===== config.mk =====
export PLATFORM = sky130hd
export DESIGN_NAME = pipe_stage_skid
export DESIGN_NICKNAME = d
export VERILOG_FILES = /design/src/rtl/pipe_pkg.sv /design/src/rtl/reg_arstn_en.sv /design/src/rtl/pipe_stage_skid.sv
export SDC_FILE = /design/constraint.sdc
export NUM_CORES = 1
export LEC_CHECK = 0
export CORE_ASPECT_RATIO = 0.5
export CORE_MARGIN = 3
export CORE_UTILIZATION = 35
export DETAILED_ROUTE_END_ITERATION = 12
export GPL_TIMING_DRIVEN = 0
export SLEW_MARGIN = 0
export SYNTH_ARGS = -nofsm -noshare
export SYNTH_HDL_FRONTEND = slang
export SYNTH_HIERARCHICAL = 1
export SYNTH_SLANG_ARGS = --single-unit
export TNS_END_PERCENT = 30

===== constraint.sdc =====
create_clock -name clk -period 2.2 [get_ports clk]
set_input_delay 0.55 -clock clk [delete_from_list [all_inputs] [get_ports clk]]
set_output_delay 0.55 -clock clk [all_outputs]
set_load 0.1 [all_outputs]

===== src/rtl/pipe_pkg.sv =====
// Shared definitions for the handshake pipeline stage.
//   OCC_W   : width of the occupancy count (0, 1 or 2 entries)
//   state_t : stage state; the encoding equals the number of valid entries,
//             so occupancy is driven straight from the state register.
package pipe_pkg;

  localparam int OCC_W = 2;

  typedef enum logic [OCC_W-1:0] {
    ST_EMPTY = 2'd0,
    ST_FULL  = 2'd1,
    ST_SKID  = 2'd2
  } state_t;

endpackage


===== src/rtl/reg_arstn_en.sv =====
// Payload register with load enable and asynchronous active-low reset.
//   clk    : rising-edge clock
//   arst_n : asynchronous reset, active-low; loads PRESET_VAL
//   en     : load enable
//   din    : value loaded when en=1
//   q      : registered value, holds when en=0
module reg_arstn_en #(
  parameter int                DATA_W     = 64,
  parameter logic [DATA_W-1:0] PRESET_VAL = '0
) (
  input  logic              clk,
  input  logic              arst_n,
  input  logic              en,
  input  logic [DATA_W-1:0] din,
  output logic [DATA_W-1:0] q
);

  always_ff @(posedge clk or negedge arst_n) begin
    if (!arst_n) begin
      q <= PRESET_VAL;
    end else if (en) begin
      q <= din;
    end
  end

endmodule


===== src/rtl/pipe_stage_skid.sv =====
// Pipeline stage register with valid/ready handshake.
// SKID=1: two entries (main + skid) so in_ready can come from a flop,
//         cutting the backpressure path while keeping full throughput.
// SKID=0: single entry, in_ready is combinational from out_ready.
// flush squashes all held entries to PRESET_VAL bubbles.
//   clk, arst_n : clock (rising edge), asynchronous active-low reset
//   flush       : synchronous squash of held entries; blocks input that cycle
//   in_valid, in_ready, in_data    : upstream handshake and payload
//   out_valid, out_ready, out_data : downstream handshake, main entry payload
//   occupancy   : number of valid entries (0..2)
module pipe_stage_skid
  import pipe_pkg::*;
#(
  parameter int                DATA_W     = 64,
  parameter logic [DATA_W-1:0] PRESET_VAL = '0,
  parameter bit                SKID       = 1'b1
) (
  input  logic              clk,
  input  logic              arst_n,
  input  logic              flush,
  input  logic              in_valid,
  output logic              in_ready,
  input  logic [DATA_W-1:0] in_data,
  output logic              out_valid,
  input  logic              out_ready,
  output logic [DATA_W-1:0] out_data,
  output logic [OCC_W-1:0]  occupancy
);

  state_t            state, next_state;
  logic              in_ready_q;
  logic              in_fire, out_fire;
  logic              main_en, skid_en;
  logic [DATA_W-1:0] main_din, skid_din, skid_q;

  assign out_valid = (state != ST_EMPTY);
  assign occupancy = state;
  assign in_ready  = SKID ? (in_ready_q && !flush)
                          : (!flush && (!out_valid || out_ready));
  assign in_fire   = in_valid && in_ready;
  assign out_fire  = out_valid && out_ready;

  // ---- control: state register and registered ready ----
  always_ff @(posedge clk or negedge arst_n) begin
    if (!arst_n) begin
      state      <= ST_EMPTY;
      in_ready_q <= 1'b1;
    end else begin
      state      <= next_state;
      in_ready_q <= (next_state != ST_SKID);
    end
  end

  always_comb begin
    next_state = state;
    main_en    = 1'b0;
    main_din   = in_data;
    skid_en    = 1'b0;
    skid_din   = in_data;
    if (flush) begin
      // A downstream transfer this cycle still completes; the entry is dropped.
      next_state = ST_EMPTY;
      main_en    = 1'b1;
      main_din   = PRESET_VAL;
      skid_en    = 1'b1;
      skid_din   = PRESET_VAL;
    end else begin
      case (state)
        ST_EMPTY: begin
          if (in_fire) begin
            next_state = ST_FULL;
            main_en    = 1'b1;
          end
        end
        ST_FULL: begin
          if (in_fire && out_fire) begin
            main_en = 1'b1;
          end else if (in_fire) begin
            // Only reachable with SKID=1; single-entry ready requires out_ready.
            if (SKID) begin
              next_state = ST_SKID;
              skid_en    = 1'b1;
            end
          end else if (out_fire) begin
            next_state = ST_EMPTY;
          end
        end
        ST_SKID: begin
          if (out_fire) begin
            next_state = ST_FULL;
            main_en    = 1'b1;
            main_din   = skid_q;
          end
        end
        default: next_state = ST_EMPTY;
      endcase
    end
  end

  // ---- payload storage ----
  reg_arstn_en #(.DATA_W(DATA_W), .PRESET_VAL(PRESET_VAL)) u_main (
    .clk    (clk),
    .arst_n (arst_n),
    .en     (main_en),
    .din    (main_din),
    .q      (out_data)
  );

  reg_arstn_en #(.DATA_W(DATA_W), .PRESET_VAL(PRESET_VAL)) u_skid (
    .clk    (clk),
    .arst_n (arst_n),
    .en     (skid_en),
    .din    (skid_din),
    .q      (skid_q)
  );

  // A stalled valid entry may only disappear through a flush.
  property p_valid_held;
    @(posedge clk) disable iff (!arst_n)
      (out_valid && !out_ready && !flush) |=> out_valid;
  endproperty
  a_valid_held: assert property (p_valid_held);

endmodule


==> Yosys cells after proc, flatten, opt, wreduce, memory -nomap -nowiden <==
Cells that the tools add are included.
{ "totals": {"register_bits": 131, "wordCells": 33, "output_inout_bits": 68} }
{ "op_classes": {"eq_ne": 3, "n_reduce_logical": 7, "n_mux": 19} }
{ "op_table": {"columns": ["op", "count"], "rows": [
  ["64-bit 2-to-1 mux", 4],
  ["2-bit 2-to-1 mux", 6],
  ["1-bit 2-to-1 mux", 7],
  ["2-bit case mux with 3 select lines", 1],
  ["1-bit logical AND", 4],
  ["1-bit case mux with 3 select lines", 1],
  ["2-bit by 1-bit == test with 1-bit output, second input constant", 1],
  ["2-bit == test, second input constant", 1],
  ["2-bit logical NOT", 1],
  ["2-bit != test, second input constant", 1],
  ["2-bit nonzero test", 1],
  ["1-bit logical NOT", 1]
]} }

==> Longest topological paths before layout <==
{ "depth": {"depth_word": 8, "depth_mapped": 7} }

==> By module <==
The synthesis kept the hierarchy.
{ "modules_own_cells": {"columns": ["module", "area_each_um2", "cells_per_inst", "seq_area_each_um2", "n_inst"], "rows": [
  ["reg_arstn_en", 2678.8, 135, 1601.5, 2],
  ["pipe_stage_skid", 1556.5, 305, 76.3, 1]
]} }

==> Worst setup path after synthesis <==
OpenSTA, ideal clock, no wires.
{ "synth_path": {"kind": "in2out", "start": "input port flush", "end": "output port in_ready", "t_arrival_ps": 2196, "required_ps": 1650, "n_path_buf": 2, "setup_slack_ps": -546, "path_stages": 3, "cell_sequence": "buf_2 buf_2 nor2b_1"} }
{ "synth_via": {"elab_chain_len": 2} }
{ "synth_lines": {"columns": ["element", "line", "text"], "rows": [
  ["from (decl)", "pipe_stage_skid.sv:20", "input logic flush,"],
  ["1-bit logical NOT", null, null],
  ["1-bit logical AND", "pipe_stage_skid.sv:38", "assign in_ready = SKID ? (in_ready_q && !flush)"],
  ["to (decl)", "pipe_stage_skid.sv:22", "output logic in_ready,"]
]} }
Every way passes these cells.

==> Worst setup path after layout <==
{ "layout_path": {"start": "register state[1] (netlist: occupancy[1])", "end": "output port out_valid"} }
{ "layout_via": {"elab_chain_len": 1} }
{ "layout_lines": {"columns": ["element", "line", "text"], "rows": [
  ["from (decl)", "pipe_stage_skid.sv:30", "state_t state, next_state;"],
  ["from (signal assigned)", "pipe_stage_skid.sv:49", "state <= next_state;"],
  ["2-bit nonzero test", "pipe_stage_skid.sv:36", "assign out_valid = (state != ST_EMPTY);"],
  ["to (decl)", "pipe_stage_skid.sv:24", "output logic out_valid,"]
]} }
Every way passes these cells.

==> flow_metrics.env <==
export IMPL_fin_setup_tns_ns=0
export IMPL_yosysSeqAreaShare_pct=47.4
export IMPL_p_leak_nw=4.43
export IMPL_slew_viol_final=0
export IMPL_final_util_pct=48.8
export IMPL_worst_hold_slack_ns=0.201
export IMPL_synth_seq_cells=131
export IMPL_grt_pass1_vias=5115
export IMPL_cts_made_buffers=17
export IMPL_tritoncts="done"
export IMPL_clkTransAtPathRegs_ns=0.06
export IMPL_worstPathMaxFanout=8
export IMPL_worst_pin_slew_ns=1.00
export IMPL_cts_sinks=131
export IMPL_antenna_found_initial=0
export IMPL_syn_inst=575
export IMPL_drive_gt1_share_pct=29.6
export IMPL_worstPathArrival_ns=1.63
export IMPL_yosysWarningCount=6
export IMPL_final_period_utilization_pct=99.0
export IMPL_status="finished clean"
export IMPL_total_power_mw=7.80
export IMPL_setup_viol=0
export IMPL_firstDrtPassIters=4
export IMPL_io_pins=137
export IMPL_syn_cell_area_um2=6910
export IMPL_drt_iter0_markers=193
export IMPL_cts_hold_buffers=0
export IMPL_fmax_mhz=459
export IMPL_core_region_area_um2=18900
export IMPL_grt_overflow=0
export IMPL_avgSynthCellArea_um2=12.0
export IMPL_row_count=35
export IMPL_fp_dieH_um=105
export IMPL_wl_per_cell_um=16.3
export IMPL_insertion_delay_ns=0.41
export IMPL_fin_skew_ns=0.00970
export IMPL_dieArea_um2=21600
export IMPL_viasPerCell=4.65
export IMPL_synth_net_count=644
export IMPL_num_vias=4677
export IMPL_grt_start_max_net_pins=82
export IMPL_wl_mm=16.4
export IMPL_maxCapViolations=0
export IMPL_rsz0062_at_grt="true"
export IMPL_power_density_nw_per_um2=847
export IMPL_fillers=1690
export IMPL_hold_violations=0
export IMPL_clock_tree_buffer_depth=2
export IMPL_ir_drop_v=0.000492
export IMPL_cts_root_buf="clkbuf_16"
export IMPL_ys_types=26
export IMPL_preCtsSetupSlack_ns=-0.595
export IMPL_antenna_cells=0
export IMPL_globalplace_congestion=0.723
export IMPL_start_kind="register"
export IMPL_place_hpwl_mm=11.0
export IMPL_grt_usage_pct=15.8
export IMPL_die_w_um=205
export IMPL_htreeDepth=4
export IMPL_criticalPathCategory="reg2out"
export IMPL_worst_setup_path_end_kind="output pin"
export IMPL_start_util_pct=36.6
export IMPL_layout_nets=803
export IMPL_area_growth_pct=33.3
export IMPL_fin_ws_ns=0.0229
export IMPL_holdCritPathClass="in2async"
export IMPL_grt_pass1_wl_mm=27.1
export IMPL_io_buffers=135
export IMPL_drtAntennaViolNets=0
export IMPL_fin_crit_ns=2.18
export IMPL_drc=0
export IMPL_relSlewSlack_pct=33.3
export IMPL_cp_required_ns=1.65
## cells in the mapped netlist
cell         n  area share, %
o2bb2ai_1    1           0.13
a211o_1      1           0.13
a21oi_1     64            4.6
buf_1        2           0.11
nand2b_1     2           0.18
dfstp_2      1           0.38
and3b_1      1           0.13
buf_12      12            3.5
o21bai_1     1           0.11
buf_6        8            1.3
dfrtp_1    130             47
nand4b_1     1           0.13
or2_2        1          0.091
nand3b_1     1           0.11
buf_2        7           0.51
mux2_2       8            1.3
clkbuf_1    12           0.65
nor2_1       2           0.11
buf_4        2           0.22
mux2_4     120             26
xor2_1       1           0.13
o21ai_0      1          0.072
nand2_1    129            7.0
nand3_1      1          0.072
nor2b_1     65            5.9
inv_1        1          0.054
## through the flow
step,instances,area [µm²]
4_1_cts,1001,9190
5_1_grt,1005,9210
3_3_place_gp,969,8590
6_report,1005,9210
3_5_place_dp,970,8620
2_1_floorplan,575,6920
## state kept, by name, summed over array words and instances (netlist names)
name        count
u_skid/q       64
u_main/q       64
occupancy       2
in_ready_q      1
## where the power goes
part / leakage [nW] / internal (mW) / switching (mW)
registers: 1.69 / 2.64 / 0.131
logic: 2.45 / 0.717 / 1.30
clock network: 0.303 / 1.96 / 1.06
## worst max-delay path: stages (launching register included)
cell	delay, ns
dfrtp_2	0.45
or2_2	0.30
clkdlybuf4s15_2	0.46
## final cells by class
cell class / instances / area (µm²) / share of cell area (%)
Buffer: 43 / 442 / 4.79
Clock buffer: 23 / 508 / 5.51
Clock inverter: 8 / 123 / 1.33
Inverter: 1 / 3.75 / 0.0407
Multi-Input combinational cell: 400 / 3200 / 34.8
Sequential cell: 131 / 3280 / 35.6
Tap cell: 259 / 324 / 3.52
Timing Repair Buffer: 140 / 1330 / 14.4
## placed cells by master (no fill, tap or decap), types with 2 or more instances in the layout
cell type | Yosys | routed
bufinv_16 | 0 | 3
nor2_1 | 2 | 2
nand2_1 | 129 | 129
clkdlybuf4s15_2 | 0 | 4
buf_1 | 2 | 2
buf_6 | 8 | 9
buf_12 | 12 | 12
clkinv_2 | 0 | 2
clkbuf_8 | 0 | 7
nor2b_1 | 65 | 64
mux2_4 | 120 | 120
clkdlybuf4s15_1 | 0 | 45
clkbuf_16 | 0 | 17
dfrtp_2 | 0 | 2
clkdlybuf4s50_1 | 0 | 65
clkinvlp_4 | 0 | 3
buf_4 | 2 | 5
clkbuf_1 | 12 | 12
buf_2 | 7 | 7
a21oi_1 | 64 | 64
dfrtp_1 | 130 | 128
dlygate4sd2_1 | 0 | 2
nand2b_1 | 2 | 2
clkbuf_2 | 0 | 16
mux2_2 | 8 | 8
## path summary, 6_finish.rpt
kind | from | to | slack [ns] | depth (start not counted)
max reg2reg | occupancy[0]$_DFF_PN0_ | u_main/q[2]$_DFFE_PN0P_ | 0.23 | 8
min reg2reg | u_main/q[1]$_DFFE_PN0P_ | u_main/q[1]$_DFFE_PN0P_ | 0.50 | 1
max in group asynchronous | arst_n | in_ready_q$_DFF_PN1_ | 1.23 | 2
min | arst_n | u_main/q[30]$_DFFE_PN0P_ | 0.20 | 1
min in group clk | out_ready | in_ready_q$_DFF_PN1_ | 0.47 | 2
max | occupancy[1]$_DFF_PN0_ | out_valid | 0.02 | 2
## per-layer routing
metal / share of wire (%) / GRT usage, % / vias up
li1: - / - / 2231
met1: 47 / 21.1 / 2344
met2: 48 / 26.0 / 89
met3: 3.4 / 3.46 / 13
met4: 1.0 / 4.17 / 0
met5: 0 / 0 / -
## cells by family after synthesis
| group | synth area share (%) |
|---|---|
| buf+inv | 6.32 |
| simple gates | 13.7 |
| mux | 27.4 |
| flops | 47.4 |
| xor+xnor | 0.127 |
| compound gates | 5.07 |
## timing repair
| action | CTS | global route |
|---|---|---|
| gates resized for setup | 94 | 69 |
| pin swaps | 0 | 0 |
| buffers inserted | 0 | 4 |
| endpoints found under the setup margin | 68 | 118 |
(Power assumes the default switching activity.)
